<file path="src/rtl/ulpi_phy_responder.sv">
// PHY-side ULPI responder: decodes link TXCMDs (transmit, register write/read) and
// turns local receive packets into ULPI receive sequences. Supports NUM_REGS up to 64.
module ulpi_phy_responder #(
  parameter int unsigned NUM_REGS  = 16,
  parameter logic [7:0]  VENDOR_ID = 8'h24
) (
  input  logic       clk,
  input  logic       n_rst,
  input  logic [7:0] ulpi_data_in,
  input  logic       stp,
  output logic [7:0] ulpi_data_out,
  output logic       dir,
  output logic       nxt,
  output logic [7:0] tx_byte,
  output logic       tx_valid,
  output logic       tx_last,
  output logic [3:0] tx_pid,
  input  logic [7:0] rx_byte,
  input  logic       rx_valid,
  input  logic       rx_last,
  output logic       rx_ready
);

  localparam int unsigned AddrW = (NUM_REGS > 1) ? $clog2(NUM_REGS) : 1;

  typedef enum logic [3:0] {
    StIdle, StTxAck, StTxData, StWrAck, StWrData, StWrEnd, StRdAck,
    StRdTurn, StRdData, StRxTurn, StRxData, StRxEop, StRxBack
  } state_e;

  state_e      state_q, state_d;
  logic [5:0]  cmd_q, cmd_d;
  logic [7:0]  wdata_q, wdata_d;
  logic [7:0]  hold_q, hold_d;
  logic        hold_valid_q, hold_valid_d;
  logic        dir_q, dir_d;
  logic        nxt_q, nxt_d;
  logic [7:0]  data_q, data_d;
  logic [7:0]  tx_byte_q, tx_byte_d;
  logic        tx_valid_q, tx_valid_d;
  logic        tx_last_q, tx_last_d;
  logic [3:0]  tx_pid_q, tx_pid_d;
  logic [7:0]  regs_q [NUM_REGS];
  logic [7:0]  regs_d [NUM_REGS];
  logic        reg_we;
  logic        addr_ok;
  logic [7:0]  rd_val;

  assign addr_ok = (32'(cmd_q) < NUM_REGS);
  assign rd_val  = addr_ok ? regs_q[cmd_q[AddrW-1:0]] : 8'h00;

  always_comb begin
    regs_d = regs_q;
    if (reg_we) begin
      regs_d[cmd_q[AddrW-1:0]] = wdata_q;
    end
  end

  // Bus outputs are registered: each branch sets what the bus shows next cycle.
  always_comb begin
    state_d      = state_q;
    cmd_d        = cmd_q;
    wdata_d      = wdata_q;
    hold_d       = hold_q;
    hold_valid_d = hold_valid_q;
    dir_d        = 1'b0;
    nxt_d        = 1'b0;
    data_d       = 8'h00;
    tx_byte_d    = tx_byte_q;
    tx_valid_d   = 1'b0;
    tx_last_d    = 1'b0;
    tx_pid_d     = tx_pid_q;
    reg_we       = 1'b0;
    unique case (state_q)
      StIdle: begin
        if (ulpi_data_in[7:6] != 2'b00) begin
          cmd_d = ulpi_data_in[5:0];
          nxt_d = 1'b1;
          if (ulpi_data_in[7:6] == 2'b01) begin
            state_d = StTxAck;
          end else if (ulpi_data_in[7:6] == 2'b10) begin
            state_d = StWrAck;
          end else begin
            state_d = StRdAck;
          end
        end else if (rx_valid) begin
          state_d = StRxTurn;
        end
      end
      StTxAck: begin
        nxt_d        = 1'b1;
        tx_pid_d     = cmd_q[3:0];
        hold_valid_d = 1'b0;
        state_d      = StTxData;
      end
      StTxData: begin
        // One-byte skid: a byte is only known not to be last once its successor arrives.
        if (stp) begin
          if (hold_valid_q) begin
            tx_valid_d = 1'b1;
            tx_last_d  = 1'b1;
            tx_byte_d  = hold_q;
          end
          hold_valid_d = 1'b0;
          state_d      = StIdle;
        end else begin
          nxt_d = 1'b1;
          if (hold_valid_q) begin
            tx_valid_d = 1'b1;
            tx_byte_d  = hold_q;
          end
          hold_d       = ulpi_data_in;
          hold_valid_d = 1'b1;
        end
      end
      StWrAck: begin
        nxt_d   = 1'b1;
        state_d = StWrData;
      end
      StWrData: begin
        wdata_d = ulpi_data_in;
        state_d = StWrEnd;
      end
      StWrEnd: begin
        if (stp) begin
          reg_we  = addr_ok;
          state_d = StIdle;
        end
      end
      StRdAck: begin
        dir_d   = 1'b1;
        state_d = StRdTurn;
      end
      StRdTurn: begin
        dir_d   = 1'b1;
        data_d  = rd_val;
        state_d = StRdData;
      end
      StRdData: begin
        state_d = StIdle;
      end
      StRxTurn: begin
        dir_d   = 1'b1;
        state_d = StRxData;
      end
      StRxData: begin
        dir_d = 1'b1;
        if (rx_valid) begin
          data_d = rx_byte;
          nxt_d  = 1'b1;
          if (rx_last) begin
            state_d = StRxEop;
          end
        end else begin
          data_d = 8'h11;  // RXCMD: RxActive, LineState J
        end
      end
      StRxEop: begin
        dir_d   = 1'b1;
        data_d  = 8'h01;   // RXCMD: RxActive dropped
        state_d = StRxBack;
      end
      StRxBack: begin
        state_d = StIdle;
      end
      default: begin
        state_d = StIdle;
      end
    endcase
  end

  always_ff @(posedge clk or posedge n_rst) begin
    if (n_rst) begin
      state_q      <= StIdle;
      cmd_q        <= '0;
      wdata_q      <= '0;
      hold_q       <= '0;
      hold_valid_q <= 1'b0;
      dir_q        <= 1'b0;
      nxt_q        <= 1'b0;
      data_q       <= '0;
      tx_byte_q    <= '0;
      tx_valid_q   <= 1'b0;
      tx_last_q    <= 1'b0;
      tx_pid_q     <= '0;
    end else begin
      state_q      <= state_d;
      cmd_q        <= cmd_d;
      wdata_q      <= wdata_d;
      hold_q       <= hold_d;
      hold_valid_q <= hold_valid_d;
      dir_q        <= dir_d;
      nxt_q        <= nxt_d;
      data_q       <= data_d;
      tx_byte_q    <= tx_byte_d;
      tx_valid_q   <= tx_valid_d;
      tx_last_q    <= tx_last_d;
      tx_pid_q     <= tx_pid_d;
    end
  end

  always_ff @(posedge clk or posedge n_rst) begin
    if (n_rst) begin
      for (int i = 0; i < int'(NUM_REGS); i++) begin
        regs_q[i] <= (i == 0) ? VENDOR_ID : 8'h00;
      end
    end else begin
      regs_q <= regs_d;
    end
  end

  assign ulpi_data_out = data_q;
  assign dir           = dir_q;
  assign nxt           = nxt_q;
  assign tx_byte       = tx_byte_q;
  assign tx_valid      = tx_valid_q;
  assign tx_last       = tx_last_q;
  assign tx_pid        = tx_pid_q;
  assign rx_ready      = (state_q == StRxData);

endmodule

</file>
<file path="config.mk">
export PLATFORM = sky130hd
export DESIGN_NAME = ulpi_phy_responder
export DESIGN_NICKNAME = d
export VERILOG_FILES = /design/src/rtl/ulpi_phy_responder.sv
export SDC_FILE = /design/constraint.sdc
export NUM_CORES = 1
export LEC_CHECK = 0
export CORE_MARGIN = 2
export CORE_UTILIZATION = 43
export DETAILED_ROUTE_END_ITERATION = 10
export HOLD_SLACK_MARGIN = 0.05
export PLACE_DENSITY = 0.65
export RECOVER_POWER = 100
export SYNTH_ARGS = -nofsm -noshare
export SYNTH_HDL_FRONTEND = slang
export SYNTH_SLANG_ARGS = --single-unit
</file>
<file path="constraint.sdc">
create_clock -name clk -period 15.72 [get_ports clk]
set_input_delay 3.144 -clock clk [delete_from_list [all_inputs] [get_ports clk]]
set_output_delay 3.144 -clock clk [all_outputs]
set_load 0.01 [all_outputs]
</file>
==> results of run 1 <==
[stage by stage]
| stage | cell area, um2 | total power (uW) | hold WS [ps] | utilization, % |
|---|---|---|---|---|
| floorplan | 7990 | 921 | 461 | - |
| global route | 9120 | 1500 | 513 | 50.4 |
| finish | 9120 | 1420 | 498 | 50.4 |
| detailed placement | 8630 | 1060 | 487 | 47.7 |
| global placement | 8630 | 1040 | 482 | 47.7 |
| CTS | 9180 | 1460 | 501 | 50.7 |
[layout by cell type, fill, tap and decap left out, drive strengths merged, types with 5 or more instances in the layout]
cell           instances
dfrtp                177
dlygate4sd3           35
a22oi                  7
mux2i                  9
clkbuf                24
o21ai                 12
mux4                  32
nor3                   7
nor2                  19
clkdlybuf4s50         10
a21oi                  5
nand2b                 8
nand2                  7
mux2                 170
[flip-flops by register name, summed over array words and instances (netlist names), 4 cells and up]
register       count
cmd_q              6
regs_q           128
hold_q             8
ulpi_data_out      8
state_q            4
tx_pid             4
tx_byte            8
wdata_q            8
[area by class of cell]
type | instances | area, um2 | share of cell area, %
clock buffer | 24 | 502 | 5.50
clock inverter | 7 | 50.0 | 0.549
inverter | 5 | 20.0 | 0.220
multi-input combinational | 306 | 3300 | 36.2
sequential | 179 | 4480 | 49.2
tap | 229 | 287 | 3.14
timing repair buffer | 48 | 473 | 5.19
[path summary, 6_finish.rpt]
path                       depth (start not counted)         from          end
max                                                3        n_rst     cmd_q[1]
min                                                1  regs_q[108]  regs_q[108]
max reg2reg                                        4   state_q[3]   regs_q[29]
min reg2reg                                        1  regs_q[108]  regs_q[108]
max in group clk                                   5          stp   regs_q[29]
min in group asynchronous                          2        n_rst  regs_q[100]
[cell usage after synthesis (2+ instances only)]
library cell / number / area share [%]
a21oi_1: 5 / 0.31
a31oi_1: 2 / 0.16
dfrtp_1: 177 / 55
buf_1: 3 / 0.14
nand2_1: 7 / 0.33
o21ai_0: 10 / 0.63
nand2b_1: 8 / 0.63
mux2i_1: 9 / 1.1
buf_2: 7 / 0.44
clkbuf_1: 19 / 0.89
inv_1: 5 / 0.23
nand4b_1: 2 / 0.22
nand4_1: 3 / 0.23
mux4_2: 32 / 9.0
nor2b_1: 2 / 0.16
nor3_1: 3 / 0.19
o21ai_1: 2 / 0.13
dfstp_2: 2 / 0.66
a22oi_1: 7 / 0.66
mux2_2: 170 / 24
nor2_1: 10 / 0.47
buf_4: 2 / 0.19
a2bb2oi_1: 2 / 0.22
nor3_4: 3 / 0.61
nor2_2: 9 / 0.70
[worst max-delay path, cell delays in order]
cell and delay (ps):
dlygate4sd3_1 540, clkinvlp_2 2390, buf_4 1050
[layer usage]
| layer | global-route usage [%] | up-vias |
|---|---|---|
| li1 | - | 2006 |
| met1 | 24.3 | 2481 |
| met2 | 31.3 | 71 |
| met3 | 3.56 | 16 |
| met4 | 5.95 | 0 |
| met5 | 0 | - |
[cell families after synthesis]
logic type / after synthesis
AO/OA/AOI/OAI: 35
XOR/XNOR: 1
buffers and inverters: 36
flip-flops: 179
multiplexers: 211
AND/OR/NAND/NOR: 59
[power breakdown]
part           switching (uW)  leakage, uW  internal (uW)
Sequential                148      0.00241            552
Combinational             135      0.00156            193
Clock                     173     0.000264            222
==> metrics.csv, run 1 <==
metric;value;unit
clk_lat worst skew;430;ps
Initial Utilization;44.2;%
WL met2;8680;um
clock buffer depth;2;
Area Growth Syn to Fin;14.1;%
Pwr Density;156;nW/um2
first-pass GRT wire length;27700;um
detailed-placement wirelength estimate;11100;um
EDFF count, synth;0;
vias in the first global route;4914;
Crit. End Element;asynchronous set/reset pin;
setup TNS;0;ps
crit start category;input pin;
Setup Skew;14.1;ps
Top Layer Used;met4;
largest net degree at the start of global routing;101;
CP required;16080;ps
via/cell ratio;5.73;
# IOs;46;
CTS H-tree depth;4;
maxcap violations;3;
Syn Area/Cell;15.3;um2
Vias;4574;
Port Buffer Count;45;
Reg2Reg Setup Slack;12670;ps
Clock Sinks;179;
Slew @ Worst Pin;4270;ps
post-route non-filler standard cell count;798;
CP arrival;7220;ps
initial DRC count;345;
flops & latches, synth;179;
met1 WL;7620;um
TritonRoute pass-1 iters;4;
final hold violations;0;
ys flop type;dfrtp_1;
Antenna Violating Nets Remaining;0;
layout cells sized above 1;42.7;%
Yosys warning count;0;
gpl congestion;0.805;
hold_buf cts;0;
status;complete, but fails checks;
# DRC;0;
metal3 WL;512;um
DR WL/cell;21.4;um
complex-gate fraction of the synthesized area;2.82;%
Mapped Nets;542;
# setup viols final;0;
FP Rows;49;
CTS tree;built;
GRT Util Overall;18.5;%
worst-path fanout max;100;
clk root buf;clkbuf_16;
Worst slew margin;-186;%
asr flop ratio synth;100;%
post-synthesis cell count;521;
post-synthesis mux area share;34.1;%
failing checks;max-capacitance violations, max-slew violations;
period utilisation layout;43.6;%
Final Critical Period;6860;ps
fin worst setup slack;8860;ps
antenna cells;0;
Place WS;10260;ps
core region area;18100;um2
Reg clk slew, reported paths;60;ps
maximum VDD drop;0.0654;mV
min-delay worst type;reg -> reg;
post-synthesis sequential area ratio;56.1;%
final count of pins violating max slew;119;
Congestion Overflow GR;0;
Synth Area in Adders;0;%
FILL cells;1486;
RSZ-0062 raised after global routing;false;
Post-Synth Simple-Gate Area;4.99;%
CTS-repair resized insts;0;
Setup CP Type;in -> async;
leakage;0.00423;uW
Synth cell types;45;
post-synthesis cell area;7990;um2
CTS Buf Count;17;
Die Ht;140;um
final wirelength;17100;um
dpl cells;767;
largest family of logic cells by synthesized area;multiplexers;
Die Width;140;um
die footprint;19700;um2
initial antenna violation count;0;
Max Freq;146;MHz
Final #Nets;578;
Post-CTS Setup Bufs;0;
post-synthesis xor/xnor area fraction;0.110;%
Note: power is estimated with default switching activity, not from simulation.
==> run 2: changes to the inputs <==
- PLACE_DENSITY: 0.65 -> 0.67
- clock period: 15.72 -> 5.6 ns (I/O delays scaled with it)
==> metrics.csv, run 2 (synthesis results as in run 1) <==
metric;value;unit;change
status;complete, but fails checks;;unchanged
failing checks;max-capacitance violations, max-slew violations;;unchanged
Die Ht;140;um;unchanged
clk_lat worst skew;430;ps;about the same
Final Critical Period;3460;ps;
via/cell ratio;5.66;;was 5.73
final count of pins violating max slew;36;;was 119
dpl cells;768;;was 767
setup TNS;0;ps;unchanged
placed cell area;8640;um2;was 8630 um2
final wirelength;16600;um;was 17,100 um
post-route cell area;9190;um2;was 9120 um2
Vias;4527;;was 4,574
RSZ-0062 raised after global routing;false;;unchanged
Initial Utilization;44.2;%;unchanged
initial DRC count;378;;was 345
Max Freq;289;MHz;
gpl congestion;0.757;;was 0.805
die footprint;19700;um2;unchanged
Slew @ Worst Pin;1670;ps;was 4270 ps
commonest non-fill, non-tap cell in the layout;dfrtp_1;;unchanged
Buf+Inv Stages, Crit Path;1;;was 3
CP arrival;3760;ps;was 7220 ps
first-pass GRT wire length;26700;um;was 27,700 um
switching power;1290;uW;was 457 uW
slowest stage delay, CP;1110;ps;was 2390 ps
Clock Sinks;179;;unchanged
Pwr Density;447;nW/um2;was 156 nW/um2
# setup viols final;0;;unchanged
final hold violations;0;;unchanged
Port Buffer Count;45;;unchanged
hold slack;501;ps;was 498 ps
TritonRoute pass-1 iters;5;;was 4
CTS-repair resized insts;0;;unchanged
crit start category;input pin;;unchanged
CTS tree;built;;unchanged
CP Cell Sequence;dlygate4sd3_1, and3b_1, nand4b_1, nor3_1, mux2_2;;was dlygate4sd3_1, clkinvlp_2, buf_4
Antenna Violating Nets Remaining;0;;unchanged
FILL cells;1493;;was 1,486
min-delay worst type;reg -> reg;;unchanged
layout cells sized above 1;42.6;%;was 42.7%
hold_buf cts;0;;unchanged
vias in the first global route;4634;;was 4,914
internal power;2820;uW;was 967 uW
Seq pwr share;46.7;%;was 49.2%
initial antenna violation count;0;;unchanged
slowest cell on the critical path;nor3_1;;was clkinvlp_2
largest net degree at the start of global routing;145;;was 101
period utilisation layout;61.7;%;
CTS H-tree depth;4;;unchanged
post-route non-filler standard cell count;800;;was 798
Worst slew margin;-12.0;%;was -186%
Multi-input gate area;3300;um2;about the same
Final Util;50.8;%;was 50.4%
commonest cells after routing, fill and taps aside;dfrtp_1 (177), mux2_2 (170), mux4_2 (32);;was dfrtp_1 (175), mux2_2 (170), dlygate4sd3_1 (35)
Crit path max-delay family;simple AND/OR/NAND/NOR gates;;was buffers and inverters
clock buffer depth;2;;unchanged
clk root buf;clkbuf_16;;unchanged
maxcap violations;1;;was 3
FP Rows;49;;unchanged
Reg clk slew, reported paths;60;ps;about the same
Clk pwr share;29.9;%;was 27.8%
leakage;0.00426;uW;was 0.00423 uW
maximum VDD drop;0.208;mV;was 0.0654 mV
Setup CP Type;in -> reg;;was in -> async
Area Growth Syn to Fin;15.0;%;was 14.1%
DR WL/cell;20.7;um;was 21.4 um
Most flops, register;regs_q;;unchanged
RR Startpoint;state_q[3];;unchanged
crit path launch;stp;;was n_rst
GRT Util Overall;17.8;%;was 18.5%
sw frac;31.3;%;was 32.1%
Crit. End Element;flip-flop;;was asynchronous set/reset pin
Post-CTS Setup Bufs;0;;unchanged
# DRC;0;;unchanged
worst hold start;regs_q[108];;unchanged
register area;4480;um2;about the same
CP required;5900;ps;was 16,080 ps
Logic pwr share;23.4;%;was 23.1%
Die Width;140;um;unchanged
core region area;18100;um2;unchanged
max reg flops;128;;unchanged
Congestion Overflow GR;0;;unchanged
Setup Skew;13.7;ps;was 14.1 ps
# IOs;46;;unchanged
antenna cells;0;;unchanged
Final #Nets;579;;was 578
worst-path fanout max;8;;was 100
detailed-placement wirelength estimate;10800;um;was 11,100 um
CTS Buf Count;17;;unchanged
-- run 2: stage by stage --
stage / power [uW] / setup WS, ps
3_5_place_dp: 2960 / 2240
5_1_grt: 4320 / 1990
2_1_floorplan: 2590 / 2190
3_3_place_gp: 2920 / 2260
6_report: 4110 / 2140
4_1_cts: 4190 / 2420
-- run 2: final cells by class --
cell class | instances | share of cell area [%]
repair buffers | 49 | 5.36
multi-input cells | 306 | 35.9
inverters | 5 | 0.218
clock inverters | 11 | 1.65
clock buffers | 21 | 5.01
flip-flops and latches | 179 | 48.8
well taps | 229 | 3.12
-- run 2: worst paths after layout --
check                      slack (ps)     endpoint  depth (start not counted)
max                              2140   regs_q[60]                          5
min                               500  regs_q[108]                          1
max reg2reg                      2640   regs_q[60]                          4
min reg2reg                       500  regs_q[108]                          1
max in group asynchronous        2640  regs_q[127]                          3
min in group asynchronous        1540    hold_q[1]                          2
-- run 2: routing by layer --
metal  track usage, %  routed length, um
met1             25.2               7710
met2             27.5               8030
met3             3.52                548
met4             6.75                284
met5                0                  0
-- run 2: worst reg2reg max path, stage by stage (launching register included) --
cell      delay [ps]
dfrtp_1          580
nor4b_4          500
nand4b_1         230
nor3_1          1110
mux2_2           440
-- run 2: power by group through the flow --
stage / Clock [uW] / Combinational, uW / Sequential (uW)
2_1_floorplan: 0 / 861 / 1730
3_3_place_gp: 0 / 992 / 1930
3_5_place_dp: 0 / 1010 / 1950
4_1_cts: 1250 / 1010 / 1930
5_1_grt: 1310 / 1040 / 1970
6_report: 1230 / 961 / 1920
==> run 3: changes to the inputs <==
- PLACE_DENSITY: 0.67 -> 0.65
- clock period: 5.6 -> 3.4 ns (I/O delays scaled with it)
==> metrics.csv, run 3 (synthesis results as in run 1) <==
metric;value;unit;change
commonest cells after routing, fill and taps aside;dfrtp_1 (176), mux2_2 (169), mux4_2 (32);;was dfrtp_1 (177), mux2_2 (170), mux4_2 (32)
RSZ-0062 raised after global routing;false;;unchanged
commonest non-fill, non-tap cell in the layout;dfrtp_1;;unchanged
CP required;2720;ps;was 5900 ps
TritonRoute pass-1 iters;4;;was 5
leakage;0.00431;uW;was 0.00426 uW
max reg flops;128;;unchanged
setup TNS;0;ps;unchanged
Vias;4551;;was 4,527
via/cell ratio;5.67;;was 5.66
# DRC;0;;unchanged
clk_lat worst skew;430;ps;about the same
Crit path max-delay family;flip-flops;;was simple AND/OR/NAND/NOR gates
Worst slew margin;23.9;%;was -12.0%
core region area;18100;um2;unchanged
CTS-repair resized insts;0;;unchanged
Post-CTS Setup Bufs;0;;unchanged
min-delay worst type;reg -> reg;;unchanged
DR WL/cell;21.5;um;was 20.7 um
FP Rows;49;;unchanged
Buf+Inv Stages, Crit Path;1;;unchanged
Die Width;140;um;unchanged
period utilisation layout;79.7;%;
placed cell area;8680;um2;was 8640 um2
Place WS;453;ps;was 2240 ps
Clock Sinks;179;;unchanged
Pwr Density;753;nW/um2;was 447 nW/um2
worst-path fanout max;21;;was 8
Area Growth Syn to Fin;16.3;%;was 15.0%
slowest cell on the critical path;dfrtp_1;;was nor3_1
# IOs;46;;unchanged
initial antenna violation count;0;;unchanged
crit start category;flip-flop;;was input pin
Initial Utilization;44.2;%;unchanged
final count of pins violating max slew;0;;was 36
post-route non-filler standard cell count;802;;was 800
Slew @ Worst Pin;1130;ps;was 1670 ps
Setup Skew;8.36;ps;was 13.7 ps
hold_buf cts;0;;unchanged
antenna cells;0;;unchanged
vias in the first global route;4934;;was 4,634
Die Ht;140;um;unchanged
CP arrival;2030;ps;was 3760 ps
die footprint;19700;um2;unchanged
clk root buf;clkbuf_16;;unchanged
initial DRC count;248;;was 378
CP Cell Sequence;and4bb_1, clkdlybuf4s50_1;;was dlygate4sd3_1, and3b_1, nand4b_1, nor3_1, mux2_2
# setup viols final;0;;unchanged
Congestion Overflow GR;0;;unchanged
first-pass GRT wire length;27900;um;was 26,700 um
CTS Buf Count;17;;unchanged
largest net degree at the start of global routing;95;;was 145
Antenna Violating Nets Remaining;0;;unchanged
dpl cells;770;;was 768
final hold violations;0;;unchanged
final wirelength;17200;um;was 16,600 um
detailed-placement wirelength estimate;11400;um;was 10,800 um
Final #Nets;581;;was 579
layout cells sized above 1;43.1;%;was 42.6%
Most flops, register;regs_q;;unchanged
slowest stage delay, CP;710;ps;was 1110 ps
CTS H-tree depth;4;;unchanged
GRT Util Overall;18.7;%;was 17.8%
Crit. End Element;primary output;;was flip-flop
Reg clk slew, reported paths;70;ps;was 60 ps
Setup CP Type;reg -> out;;was in -> reg
gpl congestion;0.773;;was 0.757
Final Critical Period;2710;ps;
hold slack;500;ps;was 501 ps
clock buffer depth;2;;unchanged
maxcap violations;0;;was 1
fin worst setup slack;691;ps;was 2140 ps
Port Buffer Count;45;;unchanged
maximum VDD drop;0.321;mV;was 0.208 mV
Max Freq;369;MHz;
CTS tree;built;;unchanged
post-route cell area;9300;um2;was 9190 um2
status;finished, final reports clean;;was complete, but fails checks
-- run 3: cell count changes in the layout (fill, tap and decap cells not counted), sizes merged --
cell | previous run | this run
bufinv | 3 | 6
clkdlybuf4s50 | 17 | 19
dlygate4sd3 | 28 | 26
clkbuf | 21 | 22
clkinv | 3 | 2
clkinvlp | 5 | 4
-- run 3: path summary, 6_finish.rpt --
kind	from	to	slack, ps	cells after the start
worst max-delay path	state_q[1]	rx_ready	690	2
worst min-delay path	regs_q[105]	regs_q[105]	500	1
worst max register to register	cmd_q[1]	ulpi_data_out[4]	720	5
worst min register to register	regs_q[105]	regs_q[105]	500	1
max in group asynchronous	n_rst	regs_q[122]	2060	3
min in group asynchronous	n_rst	hold_q[1]	900	3
-- run 3: cell type report --
cell class / count / area [um2]
Tap cell: 229 / 287
Sequential cell: 179 / 4480
Clock inverter: 12 / 225
Clock buffer: 20 / 457
Fill cell: 1507 / 8790
Multi-Input combinational cell: 306 / 3310
Timing Repair Buffer: 51 / 514
Inverter: 5 / 20.0
-- run 3: stage by stage --
step	util, %	power [uW]
after floorplan	-	4260
after global placement	48.0	4850
after detailed placement	48.0	4920
after CTS	51.8	7170
after global routing	51.4	7360
final	51.4	7000
-- run 3: worst register-to-register path: stages, from the launching register on --
cell,delay [ps]
dfrtp_1,970
clkbuf_1,600
mux4_2,410
mux2_2,280
a22oi_1,130
o21ai_0,140
-- run 3: power by group --
part,internal (uW),switching (uW)
logic,900,630
clock network,1420,820
registers,2550,683
total,4870,2130
-- run 3: per-layer routing --
layer  routed length (um)  global-route usage (%)  vias to the layer above
met1                 7780                    24.6                     2442
li1                     -                       -                     2016
met4                  269                    6.27                        0
met5                    0                       0                        -
met2                 8680                    31.3                       73
met3                  481                    3.56                       20
